## src/rtl/gpio_in_if.sv

```systemverilog
// Single-cycle CPU IO bus as seen by the gpio_in peripheral.
// The master drives address/control/write data; the slave returns combinational read data.
interface gpio_in_if;
    logic [31:0] io_addr;
    logic        io_op;
    logic [3:0]  io_mask;
    logic [31:0] io_wdata;
    logic [31:0] io_rdata;

    modport master (output io_addr, io_op, io_mask, io_wdata, input io_rdata);
    modport slave  (input io_addr, io_op, io_mask, io_wdata, output io_rdata);
endinterface

```

## src/rtl/gpio_in.sv

```systemverilog
// General-purpose input block: synchronize, debounce and edge-detect input pins,
// latching enabled edges into a sticky W1C status register that drives a level interrupt.
module gpio_in #(
    parameter int WIDTH    = 8,
    parameter int DEBOUNCE = 0
) (
    input  logic             clk,
    input  logic             rst,
    gpio_in_if.slave         bus,
    input  logic [WIDTH-1:0] io_gpio,
    output logic             io_irq
);
    localparam int CW = (DEBOUNCE > 0) ? $clog2(DEBOUNCE + 1) : 1;
    localparam logic [CW-1:0] DEB_MAX = CW'(DEBOUNCE);

    logic [WIDTH-1:0] s1_p0;
    logic [WIDTH-1:0] s2_p1;
    logic [WIDTH-1:0] filt_p2;
    logic [CW-1:0]    cnt_p2 [WIDTH];

    logic [WIDTH-1:0] rise_en;
    logic [WIDTH-1:0] fall_en;
    logic [WIDTH-1:0] status;

    logic [WIDTH-1:0] upd;
    logic [WIDTH-1:0] set_evt;
    logic [WIDTH-1:0] clr_evt;
    logic [31:0]      lane_mask;
    logic [31:0]      wdata_m;
    logic             wr_rise;
    logic             wr_fall;
    logic             wr_stat;

    always_comb begin
        upd = '0;
        for (int i = 0; i < WIDTH; i++) begin
            upd[i] = (s2_p1[i] != filt_p2[i]) && (cnt_p2[i] == DEB_MAX);
        end
        // An edge is exactly the bit where filt is about to take the new s2 value
        set_evt = upd & ((s2_p1 & ~filt_p2 & rise_en) | (~s2_p1 & filt_p2 & fall_en));

        lane_mask = {{8{bus.io_mask[3]}}, {8{bus.io_mask[2]}},
                     {8{bus.io_mask[1]}}, {8{bus.io_mask[0]}}};
        wdata_m   = bus.io_wdata & lane_mask;
        wr_rise   = bus.io_op && (bus.io_addr[3:2] == 2'd1);
        wr_fall   = bus.io_op && (bus.io_addr[3:2] == 2'd2);
        wr_stat   = bus.io_op && (bus.io_addr[3:2] == 2'd3);
        clr_evt   = wr_stat ? wdata_m[WIDTH-1:0] : '0;
    end

    // Synchronizer (p0, p1) and debounce filter (p2)
    always_ff @(posedge clk) begin
        if (rst) begin
            s1_p0   <= '0;
            s2_p1   <= '0;
            filt_p2 <= '0;
            for (int i = 0; i < WIDTH; i++) cnt_p2[i] <= '0;
        end else begin
            s1_p0 <= io_gpio;
            s2_p1 <= s1_p0;
            for (int i = 0; i < WIDTH; i++) begin
                if (s2_p1[i] == filt_p2[i]) begin
                    cnt_p2[i] <= '0;
                end else if (cnt_p2[i] == DEB_MAX) begin
                    filt_p2[i] <= s2_p1[i];
                    cnt_p2[i]  <= '0;
                end else begin
                    cnt_p2[i] <= cnt_p2[i] + 1'b1;
                end
            end
        end
    end

    always_ff @(posedge clk) begin
        if (rst) begin
            rise_en <= '0;
            fall_en <= '0;
            status  <= '0;
        end else begin
            if (wr_rise) rise_en <= (rise_en & ~lane_mask[WIDTH-1:0]) | wdata_m[WIDTH-1:0];
            if (wr_fall) fall_en <= (fall_en & ~lane_mask[WIDTH-1:0]) | wdata_m[WIDTH-1:0];
            // A new edge wins over a simultaneous clear of the same bit
            status <= (status & ~clr_evt) | set_evt;
        end
    end

    always_comb begin
        bus.io_rdata = '0;
        case (bus.io_addr[3:2])
            2'd0:    bus.io_rdata = 32'(filt_p2);
            2'd1:    bus.io_rdata = 32'(rise_en);
            2'd2:    bus.io_rdata = 32'(fall_en);
            default: bus.io_rdata = 32'(status);
        endcase
    end

    assign io_irq = |status;

    logic unused_bits;
    assign unused_bits = &{1'b0, bus.io_addr, wdata_m, lane_mask};
endmodule

```

## src/flat_wrapper.sv

```systemverilog
// flat-port wrapper written by rule: the top's interface ports become plain ports
module gpio_in_flat 
#(
    parameter int WIDTH    = 8,
    parameter int DEBOUNCE = 0
)
  (clk, rst, io_gpio, io_irq, bus_io_addr, bus_io_op, bus_io_mask, bus_io_wdata, bus_io_rdata);
  gpio_in_if bus_i ();
  input  logic clk;
  input  logic rst;
  input  logic [WIDTH-1:0] io_gpio;
  output logic io_irq;
  input wire logic [$bits(bus_i.io_addr)-1:0] bus_io_addr;
  input wire logic [$bits(bus_i.io_op)-1:0] bus_io_op;
  input wire logic [$bits(bus_i.io_mask)-1:0] bus_io_mask;
  input wire logic [$bits(bus_i.io_wdata)-1:0] bus_io_wdata;
  output wire logic [$bits(bus_i.io_rdata)-1:0] bus_io_rdata;
  assign bus_i.io_addr = bus_io_addr;
  assign bus_i.io_op = bus_io_op;
  assign bus_i.io_mask = bus_io_mask;
  assign bus_i.io_wdata = bus_io_wdata;
  assign bus_io_rdata = bus_i.io_rdata;
  gpio_in #(.WIDTH(WIDTH), .DEBOUNCE(DEBOUNCE)) u_core (.clk(clk), .rst(rst), .bus(bus_i), .io_gpio(io_gpio), .io_irq(io_irq));
endmodule
```

## config.mk

```make
export PLATFORM = sky130hd
export DESIGN_NAME = gpio_in_flat
export DESIGN_NICKNAME = d
export VERILOG_FILES = /design/src/rtl/gpio_in_if.sv /design/src/rtl/gpio_in.sv /design/src/flat_wrapper.sv
export SDC_FILE = /design/constraint.sdc
export NUM_CORES = 1
export LEC_CHECK = 0
export ABC_CLOCK_PERIOD_IN_PS = 3900
export CORE_ASPECT_RATIO = 0.6
export CORE_UTILIZATION = 46
export DETAILED_ROUTE_END_ITERATION = 16
export GPL_TIMING_DRIVEN = 0
export PLACE_DENSITY = 0.89
export REMOVE_ABC_BUFFERS = 1
export SETUP_SLACK_MARGIN = 0.4
export SLEW_MARGIN = 10
export SYNTH_ARGS = -nofsm -noshare
export SYNTH_HDL_FRONTEND = slang
export SYNTH_SLANG_ARGS = --single-unit
export TNS_END_PERCENT = 30
```

## constraint.sdc

```tcl
create_clock -name clk -period 3.9 [get_ports clk]
set_clock_uncertainty 0.1 [all_clocks]
set_input_delay 0.78 -clock clk [delete_from_list [all_inputs] [get_ports clk]]
set_output_delay 0.78 -clock clk [all_outputs]
set_load 0.005 [all_outputs]
```

==> out/summary.txt <==
Status - finished, final reports clean
Placed inst area - 0.002949 mm^2
CTS buffer count - 5
Clk root buf - clkbuf_8
Hold Crit Class - flip-flop to flip-flop
Total Wirelength - 5016 um
RSZ-0062 raised after global routing - false
EDFF count, synth - 8
Psw - 238.7 uW
Hold Vio Cnt, Final - 0
RePlAce Congestion - 0.7854
Synthesis-to-finish area growth - 14.60%
Dpl hpwl - 3795 um
Worst skew pair latency - 310 ps
Area of the multi-input gates - 0.001246 mm^2
Min-delay src - u_core.s1_p0[0]
Largest family of logic cells by synthesized area - simple AND/OR/NAND/NOR gates
Setup TNS - 0 ps
Vias in the first global route - 1,891
DRT antenna net count - 0
Clock power share - 30.5%
Cell taking the most area after synthesis - dfxtp_1
PwrDens - 331.9 mW/mm^2
Clock-pin slew of the registers on the worst-case setup and hold paths - 90 ps
Die Width - 99.80 um
Largest cells by area after synthesis - dfxtp_1, edfxtp_1, ha_1, buf_4, mux4_2
Crit start category - input pin
Adder-cell share of the synthesized area - 7.583%
Ant diodes - 0
Most common cell after layout, fill and taps aside - dfxtp_1
Total track usage - 18.05%
Layout cells sized above 1 - 6.752%
First-pass GRT wire length - 8217 um
IR drop worst, VDD - 0.2032 mV
H-Tree Depth - 2
Primary FF master, synth - dfxtp_1
Global route overflow - 0
Clock sinks - 56
Reg area - 0.001201 mm^2
Final hold slack - 345.3 ps
Crit end category - output pin
Nets - 405
WL/cell - 12.93 um
Die Y - 60.68 um
Most frequent cells in the layout - dfxtp_1, conb_1, nand2_1, a21oi_1, clkdlybuf4s50_1
Share of flip-flops with an asynchronous set or reset - 0%
Antenna violations before repair - 0
Via-to-Cell Ratio - 4.920
Compound-Gate Fraction of Synth Area - 11.52%
CTS tree - yes
Max cap viols - 0
Drt first pass iters - 4
Slew @ Worst Pin - 725.3 ps
LEAKAGE - 1.146 nW
Worst EP arrival - 2520 ps
Worst path required time - 3020 ps
Crit path kind - input pin to output pin
Slew HR - 51.65%
Clock buffer depth - 2
Remaining DRCs - 0
Post-CTS setup buffers - 0
Synth Area in XOR/XNOR - 0%
Ys Warns - 0
Buffers on Ports - 30
# IOs - 112
Via count - 1,909
Mean Syn Cell Area - 9.888 um^2
Setup violators final - 0
Core area - 0.005280 mm^2
Mapped Cells - 267
Hold buffer count at CTS - 0
Final instance area - 0.003025 mm^2
Slew Viols, Final - 0
Register share of total power - 61.1%
Number of core rows - 20
Max Clk Rate - 0.2944 GHz
Synth top area share - 36.40%
Seq cells post-synth - 56
Simple-Gate Fraction of Synth Area - 15.45%
Initial core utilization - 50.00%
# fillers - 482
Mux contribution to synthesized area - 6.967%
Worst R2R Start - u_core.filt_p2[6]
Comb pwr share - 8.3%
Synth unique cells - 23
Die footprint - 0.006056 mm^2
DR iter-0 viols - 45
Fin crit period - 3397 ps
Cell Int Power - 765.4 uW
Sequential area share after synthesis - 45.50%
Largest net degree at the start of global routing - 34
Final Cycle Share - 87.09%
Crit path from - bus_io_addr[2]
Net Sw Frac - 23.77%
CP Max Fanout - 13
Synth Cell Area - 0.002640 mm^2
==> logic make-up after synthesis <==
family | count (synthesis)
buffers and inverters | 57
adders and majority gates | 16
AOI/OAI and AO/OA | 56
muxes | 8
and+or+nand+nor | 72
other | 2
DFF | 56
==> final timing paths <==
kind,to,slack [ps],cells past startpoint
max,bus_io_rdata[6],500,3
max reg2reg,u_core.status[6],2470,4
min,u_core.s2_p1[0],350,1
min reg2reg,u_core.s2_p1[0],350,1
==> through the flow <==
step           util [%]  power (mW)  setup WS (ps)  cells
2_1_floorplan         -      0.6578           1703    272
3_3_place_gp      55.57      0.7043          136.2    379
6_report          57.30       1.004          503.4    388
4_1_cts           57.37       1.015          382.0    388
3_5_place_dp      55.85      0.7110          128.4    380
5_1_grt           57.30       1.049          467.9    388
==> critical path, cell delays in order <==
cell and delay [ps]:
dlygate4sd2_1 670, mux4_2 600, clkdlybuf4s50_1 460
==> area by class of cell <==
cell class,count,area share (%)
Multi-Input combinational cell,192,41.19
Sequential cell,56,39.70
Timing Repair Buffer,31,10.22
Tap cell,77,3.184
Inverter,24,2.978
Clock buffer,5,2.275
Clock inverter,3,0.4549
==> power groups by stage <==
| stage | registers, mW | clock network, mW | logic, mW |
|---|---|---|---|
| 2_1_floorplan | 0.624 | 0 | 0.0338 |
| 3_3_place_gp | 0.626 | 0 | 0.0785 |
| 3_5_place_dp | 0.628 | 0 | 0.0834 |
| 4_1_cts | 0.614 | 0.318 | 0.0829 |
| 5_1_grt | 0.616 | 0.340 | 0.0926 |
| 6_report | 0.614 | 0.307 | 0.0836 |
==> Yosys cell counts (4+ instances only) <==
library cell,n
edfxtp_1,8
buf_6,4
buf_4,24
dfxtp_1,48
mux4_2,7
inv_1,24
nor2b_1,16
a22oi_1,8
a21oi_1,31
ha_1,16
or3_1,16
nand2_1,33
o21ai_0,16
==> per-layer routing <==
metal | vias up | track usage [%] | routed length, um
li1 | 936 | - | -
met1 | 915 | 21.33 | 2240
met2 | 48 | 33.00 | 2457
met3 | 10 | 4.263 | 243
met4 | 0 | 6.723 | 74
met5 | - | 0 | 0
==> what timing repair did <==
| item | CTS | global route |
|---|---|---|
| endpoints found under the hold margin | 0 | 0 |
| setup endpoints to repair | 8 | 2 |
| gates resized for setup | 2 | 2 |
(Power assumes the default switching activity.)
